## config.mk

```make
export PLATFORM = sky130hd
export DESIGN_NAME = mem_arbiter
export DESIGN_NICKNAME = d
export VERILOG_FILES = /design/src/rtl/mem_arbiter.sv
export SDC_FILE = /design/constraint.sdc
export NUM_CORES = 1
export LEC_CHECK = 0
export ABC_CLOCK_PERIOD_IN_PS = 1500
export CAP_MARGIN = 20
export CORE_ASPECT_RATIO = 1.1
export CORE_MARGIN = 2
export CORE_UTILIZATION = 33
export DETAILED_ROUTE_END_ITERATION = 10
export HOLD_SLACK_MARGIN = 0.02
export PLACE_DENSITY = 0.77
export SYNTH_ARGS = -nofsm -noshare
export SYNTH_HDL_FRONTEND = slang
export SYNTH_SLANG_ARGS = --single-unit
```

## constraint.sdc

```tcl
create_clock -name CLK -period 1.5 [get_ports CLK]
set_input_delay 0.3 -clock CLK [delete_from_list [all_inputs] [get_ports CLK]]
set_output_delay 0.3 -clock CLK [all_outputs]
set_load 0.1 [all_outputs]
```

## src/rtl/mem_arbiter.sv

```systemverilog
// Two-port data-memory arbiter: round-robin between the CPU port (0) and the loader port (1),
// with lockable bursts of up to MAX_BURST grants and a registered one-cycle response.
module mem_arbiter #(
    parameter int DATA_WIDTH = 32,
    parameter int ADDR_WIDTH = 9,
    parameter int MAX_BURST  = 8
) (
    input  logic                  CLK,
    input  logic                  RST,

    input  logic                  req0_valid,
    input  logic                  req0_we,
    input  logic                  req0_lock,
    input  logic [ADDR_WIDTH-1:0] req0_addr,
    input  logic [DATA_WIDTH-1:0] req0_wdata,
    output logic                  req0_ready,
    output logic                  req0_rvalid,
    output logic [DATA_WIDTH-1:0] req0_rdata,

    input  logic                  req1_valid,
    input  logic                  req1_we,
    input  logic                  req1_lock,
    input  logic [ADDR_WIDTH-1:0] req1_addr,
    input  logic [DATA_WIDTH-1:0] req1_wdata,
    output logic                  req1_ready,
    output logic                  req1_rvalid,
    output logic [DATA_WIDTH-1:0] req1_rdata,

    output logic [ADDR_WIDTH-1:0] mem_a,
    output logic [DATA_WIDTH-1:0] mem_wd,
    output logic                  mem_we,
    input  logic [DATA_WIDTH-1:0] mem_rd
);

    localparam int              CNT_W    = (MAX_BURST > 1) ? $clog2(MAX_BURST) : 1;
    localparam logic [CNT_W-1:0] CNT_LAST = CNT_W'(MAX_BURST - 1);
    localparam bit              CAN_LOCK = (MAX_BURST > 1);

    typedef enum logic [1:0] {IDLE, OWN0, OWN1} state_t;

    state_t           state, state_nx;
    logic             last_grant, last_grant_nx;
    logic [CNT_W-1:0] cnt, cnt_nx;
    logic             grant0, grant1;
    logic             rvalid0_q, rvalid1_q;

    // Grant decision: a lock owner is the only eligible requester; otherwise a tie goes
    // to whoever was not granted last.
    always_comb begin
        grant0 = 1'b0;
        grant1 = 1'b0;
        if (!RST) begin
            case (state)
                IDLE: begin
                    if (req0_valid && req1_valid) begin
                        grant0 = last_grant;
                        grant1 = !last_grant;
                    end else begin
                        grant0 = req0_valid;
                        grant1 = req1_valid;
                    end
                end
                OWN0:    grant0 = req0_valid;
                OWN1:    grant1 = req1_valid;
                default: ;
            endcase
        end
    end

    always_comb begin
        state_nx      = state;
        cnt_nx        = cnt;
        last_grant_nx = last_grant;
        if (grant0) begin
            last_grant_nx = 1'b0;
        end else if (grant1) begin
            last_grant_nx = 1'b1;
        end
        case (state)
            IDLE: begin
                cnt_nx = '0;
                if (grant0 && req0_lock && CAN_LOCK) begin
                    state_nx = OWN0;
                    cnt_nx   = CNT_W'(1);
                end else if (grant1 && req1_lock && CAN_LOCK) begin
                    state_nx = OWN1;
                    cnt_nx   = CNT_W'(1);
                end
            end
            // Leaving on a dropped valid, a released lock or an exhausted burst.
            OWN0: begin
                if (!req0_valid || !req0_lock || cnt == CNT_LAST) begin
                    state_nx = IDLE;
                    cnt_nx   = '0;
                end else begin
                    cnt_nx = cnt + CNT_W'(1);
                end
            end
            OWN1: begin
                if (!req1_valid || !req1_lock || cnt == CNT_LAST) begin
                    state_nx = IDLE;
                    cnt_nx   = '0;
                end else begin
                    cnt_nx = cnt + CNT_W'(1);
                end
            end
            default: begin
                state_nx = IDLE;
                cnt_nx   = '0;
            end
        endcase
    end

    always_ff @(posedge CLK) begin
        if (RST) begin
            state      <= IDLE;
            last_grant <= 1'b1;
            cnt        <= '0;
            rvalid0_q  <= 1'b0;
            rvalid1_q  <= 1'b0;
            req0_rdata <= '0;
            req1_rdata <= '0;
        end else begin
            state      <= state_nx;
            last_grant <= last_grant_nx;
            cnt        <= cnt_nx;
            rvalid0_q  <= grant0;
            rvalid1_q  <= grant1;
            if (grant0) begin
                req0_rdata <= req0_we ? '0 : mem_rd;
            end
            if (grant1) begin
                req1_rdata <= req1_we ? '0 : mem_rd;
            end
        end
    end

    assign req0_ready = grant0;
    assign req1_ready = grant1;

    // A response still pending when reset arrives must never become visible.
    assign req0_rvalid = rvalid0_q & ~RST;
    assign req1_rvalid = rvalid1_q & ~RST;

    assign mem_a  = grant0 ? req0_addr  : (grant1 ? req1_addr  : '0);
    assign mem_wd = grant0 ? req0_wdata : (grant1 ? req1_wdata : '0);
    assign mem_we = (grant0 & req0_we) | (grant1 & req1_we);

endmodule

```

== Word level (Yosys, flattened, before mapping) ==
Index checks and enable logic that the tools add are counted.

* Input port bits: 122
* Register bits: 72

* Multiplexer cells: 24
* Eq/ne operators: 6
* Reductions and logical operators: 15
* Add/subtract/negate cells: 1
* Bitwise gates (word level): 6

{| class="wikitable"
|+ Operator list
! operator !! number
|-
| $mux 32 || 4
|-
| $mux 9 || 2
|-
| $pmux 3 s3 || 1
|-
| $mux 1 || 8
|-
| $mux 2 || 4
|-
| $mux 3 || 2
|-
| $pmux 2 s3 || 1
|-
| $logic_not 1->1 || 5
|-
| $and 1x1->1 || 4
|-
| $logic_or 1x1->1 || 4
|-
| $ne 2x2->1 const B || 2
|-
| $pmux 1 s2 || 2
|-
| $add 3x1->3 const B || 1
|-
| $eq 3x3->1 const B || 1
|-
| $logic_and 1x1->1 || 3
|-
| $ne 3x3->1 const B || 1
|-
| $reduce_and 3->1 || 1
|-
| $eq 2x1->1 const B || 1
|-
| $eq 2x2->1 const B || 1
|-
| $logic_not 2->1 || 1
|-
| $reduce_bool 2->1 || 1
|-
| $not 1->1 || 1
|-
| $or 1x1->1 || 1
|}

== Logic depth before layout (Yosys ltp) ==
* Depth after elaboration: 8
* Gate-level depth with buffers: 6
* Mapped depth without buffers: 4

== Least setup slack after synthesis ==
OpenSTA, ideal clock, no wires.

* Path kind: reg2out
* From: register state[1]
* To: output port mem_wd[22]
* Path slack: -0.916 ns
* Arrival time: 2.116 ns
* Data required time: 1.200 ns
* Stages on the path, launching flop included: 7
* Cell sequence: dfxtp_1 > buf_4 > and3b_1 > buf_6 > nor3_4 > buf_6 > a22o_1

* Longest elaborated chain between the ends: 5
* Elaborated cells between the ends (all ways): 9

{| class="wikitable"
|+ Ends and longest elaborated chain
! item !! RTL line !! RTL
|-
| from (decl) || 41 || <nowiki>state_t state, state_nx;</nowiki>
|-
| from (signal assigned) || 124 || <nowiki>state <= state_nx;</nowiki>
|-
| $eq 2x2->1 / $logic_not 2->1 (equally long branches) || 53 || <nowiki>case (state)</nowiki>
|-
| $pmux 1 s2 (*) || 53 ||
|-
| $mux 1 (*) || 52 || <nowiki>if (!RST) begin</nowiki>
|-
| named net req1_ready || 25 || <nowiki>output logic req1_ready,</nowiki>
|-
| $mux 32 (*) (2 in series) || 146 || <nowiki>assign mem_wd = grant0 ? req0_wdata : (grant1 ? req1_wdata : '0);</nowiki>
|-
| to (decl) || 30 || <nowiki>output logic [DATA_WIDTH-1:0] mem_wd,</nowiki>
|}

The timed path passes the listed nets; every way through them passes the cells marked *.

== Worst setup path after layout ==
* From: register last_grant
* To: output port mem_wd[24]

* Longest elaborated chain between the ends: 6
* Elaborated cells between the ends (all ways): 9

{| class="wikitable"
|+ Ends and longest elaborated chain
! item !! RTL line !! RTL
|-
| from (decl) || 42 || <nowiki>logic last_grant, last_grant_nx;</nowiki>
|-
| from (signal assigned) || 125 || <nowiki>last_grant <= last_grant_nx;</nowiki>
|-
| $logic_not 1->1 || 57 || <nowiki>grant1 = !last_grant;</nowiki>
|-
| $mux 1 || 55 || <nowiki>if (req0_valid && req1_valid) begin</nowiki>
|-
| $pmux 1 s2 || 53 ||
|-
| $mux 1 || 52 ||
|-
| $mux 32 || 146 ||
|-
| $mux 32 (*) || 146 ||
|}

Mark *: on every way between the ends. The rest lies on a longest branch, timed or not.

==> results.md <==
* Slew HR at 73.3%
* Commonest register cell after synthesis: dfxtp_1
* Min Tclk post-route at 2.28 ns
* Clock Latency Late Sink at 0.32 ns
* Crit start category: flop
* Vias per Instance at 5.94
* Crit. End Element: primary output
* Die area at 0.0118 mm2
* R2R Path Start: last_grant$_SDFFE_PP1P_
* Fraction of layout cells with a size suffix above 1 at 39.7%
* Actual slew at the worst max-slew pin at 0.399 ns
* HPWL after DPL at 11800 um
* Yosys warns at 0
* Placed cell count at 751
* Nets@finish at 770
* Critical Path Fanout Max at 4
* Core area at 0.0108 mm2
* Antenna viol nets, final at 0
* Fmax achieved at 438 MHz
* Worst R2R Path Depth at 6
* Post-route total power at 0.00759 W
* Gr busiest metal: met2
* Via Count at 4737
* Post-synth top area share at 40.1%
* Synth unique cells at 36
* Max VDD drop at 0.661 mV
* Final Cycle Share at 152%
* Yosys reg bits at 72
* Top cell type by total area after synthesis: dfxtp_1
* IO Port Bufs at 231
* Final hold violation count at 0
* CTS tree: built
* Hold EP: last_grant$_SDFFE_PP1P_
* Grt met1 use at 33.2%
* Root Driver: clkbuf_16
* Hold path cells at 4
* Met3 usage at 8.51%
* Leak Pwr at 3.34 nW
* GRT Util Overall at 30.3%
* Worst hold path startpoint: RST
* Fin Clk Skew at 0.00649 ns
* Clock transition at path regs at 0.05 ns
* R2R Path End: cnt[0]$_SDFF_PP0_
* Crit path kind: flop to primary output
* Pwr/cell area at 871 mW/mm2
* Status: complete, but fails checks
* Grt met2 use at 54.2%
* Failing checks: setup timing
* Wirelength per Cell at 24.2 um
* Final setup violation count at 92
* GRT overflow at 0
* FFs w/ async S/R, synth at 0%
* Number of synthesized flops with an enable pin at 0
* Die Height at 114 um
* Worst path setup slack after routing at -0.785 ns
* CP required at 1.20 ns
* Vias in the first global route at 5013
* RSZ-0062 raised after global routing: yes
* Avg Cell Area, Syn at 9.13 um2
* Clock buffer depth at 2
* Most frequent cell after synthesis: dfxtp_1
* Final WL at 19300 um
* Largest net degree at the start of global routing at 49
* Initial DRC count at 336
* Htree depth at 3
* # Max-Cap Violations at 0
* Initial antenna violation count at 1
* FP Rows at 40
* # DRC at 0
* Data arrival, critical path at 1.98 ns
* Syn Nets at 518
* Main area contributors after synthesis: dfxtp_1, nand4b_1, a22o_1
* First-pass GRT wire length at 28100 um
* # IOs at 232
* Setup slack, reg-to-reg at -0.15 ns
* TritonCTS sink count at 72
* Area growth syn-to-layout at 142%
* RD Place Congestion at 0.867
* Mapped Cells at 394
* Sequential-to-total area share from yosys stat at 40.1%
* Num CTS Buffers at 9
* Slew Viols, Final at 0
* HP Class: primary input to flop
* Starting density of the core at 33.4%
* Synth cell count leaders: dfxtp_1, nand4b_1, a21oi_1
* Post-synthesis cell area at 0.00360 mm2
* First drt pass iteration count at 5
* Die X-Extent at 104 um
* Post-route insts no fill at 798
-- worst max-delay path, stage by stage, from the launching register on --
cell and delay, ns:
dfxtp_2 0.35, nor3b_4 0.39, nor2_8 0.09, buf_12 0.14, buf_6 0.13, buf_16 0.13, a22o_4 0.26, buf_12 0.16
-- layer usage --
metal	wire length (um)	vias to the layer above
li1	-	2027
met1	6840	2320
met2	9910	333
met3	1760	57
met4	798	0
met5	0	-
-- through the flow --
stage	hold slack (ns)	util, %	setup WS [ns]	TNS [ns]	cell area, um2
2_1_floorplan	0.446	-	-0.395	-14.57	3980
3_3_place_gp	0.496	70.6	-0.770	-58.70	7600
3_5_place_dp	0.504	70.6	-0.787	-59.80	7600
4_1_cts	0.416	78.9	-0.667	-28.98	8490
5_1_grt	0.494	81.0	-0.809	-38.98	8710
6_report	0.463	81.0	-0.785	-35.02	8710
-- how the worst max path moves through the flow --
stage / from / end / slack, ns
floorplan: state[1]$_SDFFE_PP0P_ / mem_wd[22] / -0.39
global placement: req0_valid / mem_we / -0.77
detailed placement: req0_valid / mem_we / -0.79
CTS: state[1]$_SDFFE_PP0P_ / mem_wd[4] / -0.67
global route: last_grant$_SDFFE_PP1P_ / mem_wd[24] / -0.81
finish: last_grant$_SDFFE_PP1P_ / mem_wd[24] / -0.78
-- cell usage in the layout, fill, tap and decap left out, types with 2 or more instances in the layout --
cell type        synthesis  routed
buf_12                   0     121
a21oi_2                  0       9
dfxtp_1                 72      69
buf_6                   10      13
o21ai_0                 60      56
dfxtp_2                  0       2
buf_8                    0       4
o21ai_1                  4       8
nor2b_4                  0       3
buf_4                    2      18
nand2_1                  2       2
and2_1                   2       2
nor3_1                   3       2
clkdlybuf4s50_1          0     118
or3b_4                   0       2
bufinv_16                0       2
buf_16                   0      11
ha_1                     2       2
clkbuf_16                0      14
a22o_4                   0      42
nor3b_4                  1       2
nand4b_1                66      66
a21oi_1                 64      55
nor2_1                   3       3
-- layout make-up --
type                    instances  area, um2
flip-flops and latches         72       1450
multi-input cells             268       2320
repair buffers                294       4430
well taps                     147        184
clock buffers                  10        239
fillers                       579       2050
diodes                          1       2.50
inverters                       1       3.75
clock inverters                 5       81.3
-- sequential cells by signal, indices dropped and copies added, names as in the netlist --
register	count
last_grant	1
cnt	3
req1_rdata	32
rvalid0_q	1
state	2
req0_rdata	32
rvalid1_q	1
-- power by group --
part / total [W] / switching (W) / leakage (nW) / internal (W)
clock: 0.00230 / 0.000804 / 0.155 / 0.00149
sequential: 0.00206 / 0.0000757 / 0.586 / 0.00198
combinational: 0.00323 / 0.00183 / 2.60 / 0.00140
total: 0.00759 / 0.00271 / 3.34 / 0.00487
-- timing repair --
action	CTS	global route
pin swaps	53	65
setup endpoints to repair	86	112
buffers inserted	17	3
gates cloned	11	6
hold buffers	0	0
gates resized for setup	43	26
-- cell families after synthesis --
| kind of cell | synth area share, % |
|---|---|
| AOI/OAI and AO/OA | 29.0 |
| and+or+nand+nor | 22.0 |
| DFF | 40.1 |
| buffers and inverters | 8.24 |
| adders and majority gates | 0.695 |
Power figures use the tool's default switching activity.
